### src/rtl/prio_enc_scan.sv
// prio_enc_scan: accepts a request vector and emits the index of each set bit, one per beat, in priority order
module prio_enc_scan #(
  parameter int WIDTH     = 8,
  parameter bit MSB_FIRST = 1'b1
) (
  input  logic                       clk,
  input  logic                       rst_n,
  input  logic                       en,
  input  logic                       in_valid,
  output logic                       in_ready,
  input  logic [WIDTH-1:0]           in_data,
  output logic                       out_valid,
  input  logic                       out_ready,
  output logic [$clog2(WIDTH)-1:0]   out_idx,
  output logic                       out_last,
  output logic                       none,
  output logic [$clog2(WIDTH):0]     count
);
  localparam int IDXW = $clog2(WIDTH);
  localparam logic [0:0] IDLE = 1'b0;
  localparam logic [0:0] SCAN = 1'b1;
  logic [0:0]       state;
  logic [WIDTH-1:0] pending;
  logic [IDXW-1:0]  idx;
  logic             load;
  logic             fire;
  assign in_ready  = (state == IDLE) && en;
  assign out_valid = (state == SCAN) && en;
  assign load      = in_valid && in_ready;
  assign fire      = out_valid && out_ready;
  // later iterations win, so scan toward the highest-priority end
  always_comb begin
    idx = '0;
    for (int i = 0; i < WIDTH; i++)
      if (pending[MSB_FIRST ? i : WIDTH-1-i]) idx = IDXW'(MSB_FIRST ? i : WIDTH-1-i);
  end
  assign out_idx  = out_valid ? idx : '0;
  assign out_last = out_valid && ((pending & (pending - WIDTH'(1))) == '0);
  always_ff @(posedge clk or negedge rst_n) begin
    if (!rst_n) begin
      state   <= IDLE;
      pending <= '0;
      count   <= '0;
      none    <= 1'b0;
    end else begin
      none <= load && (in_data == '0);
      if (load) begin
        count <= '0;
        if (|in_data) begin
          pending <= in_data;
          state   <= SCAN;
        end
      end else if (fire) begin
        pending <= pending & ~(WIDTH'(1) << out_idx);
        count   <= count + (IDXW+1)'(1);
        state   <= out_last ? IDLE : SCAN;
      end
    end
  end
endmodule

### config.mk
export PLATFORM = sky130hd
export DESIGN_NAME = prio_enc_scan
export DESIGN_NICKNAME = d
export VERILOG_FILES = /design/src/rtl/prio_enc_scan.sv
export SDC_FILE = /design/constraint.sdc
export NUM_CORES = 1
export LEC_CHECK = 0
export CORE_MARGIN = 2
export CORE_UTILIZATION = 50
export CTS_BUF_LIST = sky130_fd_sc_hd__clkbuf_4 sky130_fd_sc_hd__clkbuf_8
export DETAILED_ROUTE_END_ITERATION = 8
export GPL_TIMING_DRIVEN = 0
export MAX_ROUTING_LAYER = met4
export PLACE_DENSITY_LB_ADDON = 0.12
export SYNTH_ARGS = -nofsm -noshare
export SYNTH_HDL_FRONTEND = slang
export SYNTH_SLANG_ARGS = --single-unit
export TNS_END_PERCENT = 100
### constraint.sdc
create_clock -name clk -period 5 [get_ports clk]
set_input_delay 0.5 -clock clk [delete_from_list [all_inputs] [get_ports clk]]
set_output_delay 0.5 -clock clk [all_outputs]
set_load 0.02 [all_outputs]
==> flow_metrics.tcl, run 1 <==
set metrics [dict create \
    status "finished, final reports clean" \
    synth_top_area_frac 0.457 \
    dpl.hpwl_um 1440 \
    rsz0062_at_grt "false" \
    slew_violations 0 \
    fin_nets 123 \
    drtIter0Drc 24 \
    gp_congestion 0.791 \
    max_freq_ghz 0.334 \
    postRouteAntennaNets 0 \
    synth-xor-area-share 0.0228 \
    io_pins 24 \
    grt_pass1_vias 726 \
    crit_slowest_cell "clkdlybuf4s50_1" \
    final_hold_viol_count 0 \
    diodes 0 \
    cts-root-buf "clkbuf_4" \
    vias_per_cell 5.82 \
    ys_seq_elements 14 \
    synthAdderAreaFrac 0.0310 \
    slew_headroom 0.577 \
    max_slew.worst_pin.slew_ps 633 \
    core_mm2 0.00147 \
    ff2ff_setup_slack_ps 3250 \
    synth_top_cells_by_area "dfrtp_1 (46%), nand2_1 (6.9%), a32o_1 (5.2%)" \
    insertion_delay_ps 290 \
    area_growth_pct 37.4 \
    synth_top_family_by_area "simple AND/OR/NAND/NOR gates" \
    ir_drop_v 0.000261 \
    r2r-start "pending[4]" \
    critPathKind "reg2out" \
    hold_path_startpoint "count[3]" \
    holdPathStages 2 \
    pre_cts_ws_ps 2300 \
    grt_start_max_net_pins 15 \
    die_y_um 43.2 \
    final_cell_mix "clkdlybuf4s50_1 (23), nand2_1 (14), dfrtp_1 (14), nor2_1 (8)" \
    ctsLongestPathBuffers 2 \
    grt_overflow 0 \
    total_power_uw 596 \
    numCtsBuffers 3 \
    setup_violations 0 \
    worstSetupStartpointType "register" \
    die_w_um 43.2 \
    finalCriticalPeriod_ps 2990 \
    worst_slack_ps 2010 \
    drt_pre_antenna_iters 4 \
    wl_per_cell_um 15.5 \
    syn_inst 81 \
    avgSynthCellArea_um2 9.47 \
    start_util 0.521 \
    r2r_end "state" \
    synth_compound_area_frac 0.171 \
    worstPathMaxFanout 6 \
    antenna_found_initial 0 \
    mappedNetlistArea_um2 767 \
    p_leak_nw 0.457 \
    grt_pass1_wl_um 3190 \
    synth.area.mux_share 0.0147 \
    cp-end-kind "output port" \
    worstHoldEndpoint "count[3]" \
    synth_top_cell_by_area "dfrtp_1" \
    rows 14 \
    ctsResizeCount 0 \
    yosys.area_share.simple 0.284 \
    ys_warn_count 0 \
    drc 0 \
    fin_tns_setup_ps 0 \
    worstRegToRegCells 4 \
    cts_tree "built" \
    routed_wl_um 1920 \
    path_cells "or4_4 -> maj3_2 -> nor3_4 -> clkdlybuf4s50_1" \
    clock-sinks 14 \
    worst_ep_required_time_ps 4500 \
    max_stage_delay_ps 630 \
    ctsHtreeMaxLevel 1 \
    power_density_mw_per_mm2 566 \
    portBuffers 23 \
    vias 722 \
    period_share 0.598 \
    skew_ps 6.75 \
    die_area_mm2 0.00186 \
    arrival_ps 2490 \
    path_clk_slew_ps 80 \
    grt_usage 0.239 \
    drive_gt1_frac 0.102 \
    crit_buf_inv 1 \
    post_cts_buffers 0 \
    synthDistinctLibCells 32 \
    ctsHoldBuffers 0 \
    final_common_cell "clkdlybuf4s50_1" \
    synth-seq-area-share 0.457 \
    hold_class "reg2reg" \
    syn_nets 95 \
    drv_cap 0 \
    crit_family "simple AND/OR/NAND/NOR gates" \
]
kinds of logic after synthesis:
logic type	after synthesis
fa+ha+maj	2
compound gates	17
mux	1
simple gates	41
xor+xnor	2
buf+inv	4
flops	14
worst max-delay path by stage:
stage | from | to | slack, ps | cells after the start
floorplan | pending[4] | out_last | 2920 | 3
global placement | en | out_last | 2320 | 6
detailed placement | en | out_last | 2300 | 6
CTS | pending[4] | out_last | 2010 | 4
global route | pending[4] | out_last | 1930 | 4
finish | pending[4] | out_last | 2010 | 4
area by class of cell:
type                            instances  area, um2
Buffer                                  3       11.3
Clock buffer                            4       36.3
Fill cell                             118        418
Inverter                                1       3.75
Multi-Input combinational cell         63        402
Sequential cell                        14        350
Tap cell                               16       20.0
Timing Repair Buffer                   23        230
metal layers:
layer	share of wire	track usage
met4	0.011	0.0909
met5	0	-
met2	0.52	0.403
met1	0.39	0.293
met3	0.080	0.0255
flip-flops by register name, summed over array words and instances (netlist names):
signal   count
count        4
none         1
pending      8
state        1
synth_stat cells (all sizes together):
cell type and n:
and3 2, dfrtp 14, nor2b 2, nand2 14
a22o 1, o21ai 3, o21a 1, a22oi 1
a32o 4, o311ai 1, or3 1, a21bo 1
nor4 2, nor3b 1, o211ai 2, nand4 1
ha 1, and2b 1, nand3 4, or4 1
maj3 1, nor3 2, and3b 1, clkbuf 3
inv 1, nor2 8, xor2 2, nand3b 1
mux2 1, a21oi 3
tightest hold or removal path: cells and delay by family, from the launching register on:
| family | cells | cell delay [ps] |
|---|---|---|
| flops | 1 | 360 |
| simple gates | 1 | 90 |
| xor+xnor | 1 | 70 |
per-stage QoR:
| step | area [um2] | util | instances | hold slack [ps] |
|---|---|---|---|---|
| 2_1_floorplan | 767 | - | 81 | 204 |
| 3_3_place_gp | 1020 | 0.691 | 120 | 521 |
| 3_5_place_dp | 1020 | 0.691 | 120 | 532 |
| 4_1_cts | 1050 | 0.716 | 124 | 554 |
| 5_1_grt | 1050 | 0.716 | 124 | 594 |
| 6_report | 1050 | 0.716 | 124 | 553 |
power by group:
group / total (mW) / internal, mW / switching [mW]
Clock: 0.0843 / 0.0444 / 0.0399
Combinational: 0.303 / 0.149 / 0.154
Sequential: 0.209 / 0.155 / 0.0540
Total: 0.596 / 0.348 / 0.248
Note: power is estimated with default switching activity, not from simulation.
==> run 2, diff against run 1 <==
Settings changed: CORE_UTILIZATION 50 to 42.
Clock period 5 ns to 2.7 ns, I/O delays scaled along.
==> flow_metrics.tcl, run 2 (same netlist as run 1, synthesis figures left out) <==
set metrics [dict create \
    status "finished, final reports clean" \
    hold_class "in2async" \
    ff2ff_setup_slack_ps 960 \
    post-route-util 0.608 \
    slew_headroom 0.559 \
    gp_congestion 0.856 \
    grt_overflow 0 \
    p_leak_nw 0.454 \
    die_w_um 46.7 \
    final_common_cell "clkdlybuf4s50_1" \
    finalCriticalPeriod_ps 2480 \
    area_growth_pct 36.9 \
    clockPowerShare 0.117 \
    cts_tree "built" \
    worstSetupStartpointType "register" \
    grt_pass1_wl_um 2980 \
    pwr-share-comb 0.517 \
    portBuffers 23 \
    grt_usage 0.202 \
    path_cells "or4_4 -> maj3_2 -> nor3_4 -> dlygate4sd2_1" \
    vias_per_cell 5.41 \
    insertion_delay_ps 280 \
    slew_violations 0 \
    ir_drop_v 0.000496 \
    max_freq_ghz 0.404 \
    cts-root-buf "clkbuf_4" \
    skew_ps 1.38 \
    start_util 0.444 \
    worst_ep_required_time_ps 2430 \
    ctsHoldBuffers 0 \
    crit_family "simple AND/OR/NAND/NOR gates" \
    routed_wl_um 1810 \
    fin_tns_setup_ps 0 \
    max_stage_delay_ps 580 \
    max_slew.worst_pin.slew_ps 660 \
    final_cell_mix "clkdlybuf4s50_1 (22), nand2_1 (14), dfrtp_1 (14), nor2_1 (8)" \
    drc 0 \
    switching_power_uw 443 \
    worst_slack_ps 223 \
    ctsHtreeMaxLevel 1 \
    final_hold_viol_count 0 \
    ctsLongestPathBuffers 2 \
    die_y_um 46.7 \
    pre_cts_ws_ps 250 \
    place_area_mm2 0.00103 \
    crit_slowest_cell "or4_4" \
    dpl.hpwl_um 1400 \
    arrival_ps 2210 \
    fillCellCount 163 \
    setup_violations 0 \
    drv_cap 0 \
    worstPathMaxFanout 6 \
    p_int_uw 609 \
    core_mm2 0.00173 \
    netSwitchingFraction 0.421 \
    pwr-share-seq 0.366 \
    postRouteAntennaNets 0 \
    path_clk_slew_ps 80 \
    crit_buf_inv 1 \
    top_regs "pending (8), count (4)" \
    r2r-start "pending[4]" \
    r2r_end "state" \
    drt_pre_antenna_iters 4 \
    clock-sinks 14 \
    fin_nets 123 \
    rows 15 \
    diodes 0 \
    vias 714 \
    largest_reg_flops 8 \
    fin_area_mm2 0.00105 \
    power_density_mw_per_mm2 1000 \
    die_area_mm2 0.00218 \
    rsz0062_at_grt "false" \
    io_pins 24 \
    worstRegToRegCells 4 \
    drtIter0Drc 12 \
    drive_gt1_frac 0.0935 \
    critPathKind "reg2out" \
    grt_start_max_net_pins 15 \
    grt_pass1_vias 696 \
    wl_per_cell_um 13.7 \
    total_power_mw 1.05 \
    numCtsBuffers 3 \
    cp-end-kind "output port" \
    period_share 0.917 \
    antenna_found_initial 0 \
    largest-register "pending" \
]
[run 2: changes by cell type in the layout (fill, tap and decap cells not counted), sizes merged]
cell / previous run / this run
clkbuf: 7 / 6
clkdlybuf4s50: 23 / 22
dlygate4sd2: 0 / 1
[run 2: area by class of cell]
cell class	instances	area [um2]	share of cell area
repair buffers	23	229	0.218
flip-flops and latches	14	350	0.334
well taps	25	31.3	0.0298
clock buffers	3	22.5	0.0215
inverters	1	3.75	0.00358
plain buffers	3	11.3	0.0107
multi-input cells	63	402	0.383
[run 2: repair_timing]
action                     CTS  global route
resized for setup            1             0
setup endpoints to repair    1             0
buffers inserted             0             0
[run 2: how the worst max path moves through the flow]
stage / depth (start not counted) / slack (ps) / endpoint / start
3_5_place_dp: 4 / 250 / out_last / pending[4]
4_1_cts: 4 / 210 / out_last / pending[4]
5_1_grt: 5 / 120 / out_idx[0] / pending[4]
3_3_place_gp: 4 / 280 / out_last / pending[4]
2_1_floorplan: 3 / 850 / out_last / pending[4]
6_report: 4 / 220 / out_last / pending[4]
[run 2: worst reg2reg max path, stage by stage, from the launching register on]
cell and delay, ps:
dfrtp_1 450, or4_4 580, maj3_2 330, nor3_4 210
a21oi_2 60
[run 2: metrics by stage]
step	cells	hold slack, ps
6_report	132	383
5_1_grt	132	420
4_1_cts	132	405
3_5_place_dp	129	546
3_3_place_gp	129	524
2_1_floorplan	81	-25.6
[run 2: layer usage]
| layer | share of wire | routed length (um) | vias to the layer above | global-route usage |
|---|---|---|---|---|
| met5 | 0 | 0 | - | - |
| met4 | 0.012 | 22 | 0 | 0.0667 |
| met3 | 0.044 | 79 | 3 | 0.0346 |
| met2 | 0.48 | 864 | 17 | 0.311 |
| met1 | 0.47 | 840 | 345 | 0.272 |
| li1 | - | - | 349 | - |
[run 2: power by group through the flow]
| stage | sequential (mW) | combinational (mW) | clock [mW] |
|---|---|---|---|
| 2_1_floorplan | 0.391 | 0.340 | 0 |
| 3_3_place_gp | 0.383 | 0.542 | 0 |
| 3_5_place_dp | 0.387 | 0.553 | 0 |
| 4_1_cts | 0.384 | 0.550 | 0.124 |
| 5_1_grt | 0.398 | 0.605 | 0.134 |
| 6_report | 0.385 | 0.544 | 0.123 |
==> run 3, diff against run 2 <==
Settings changed: SLEW_MARGIN set to 25.
==> results of run 3 <==
Final layout, timing and power as in run 2 (identical DEF).
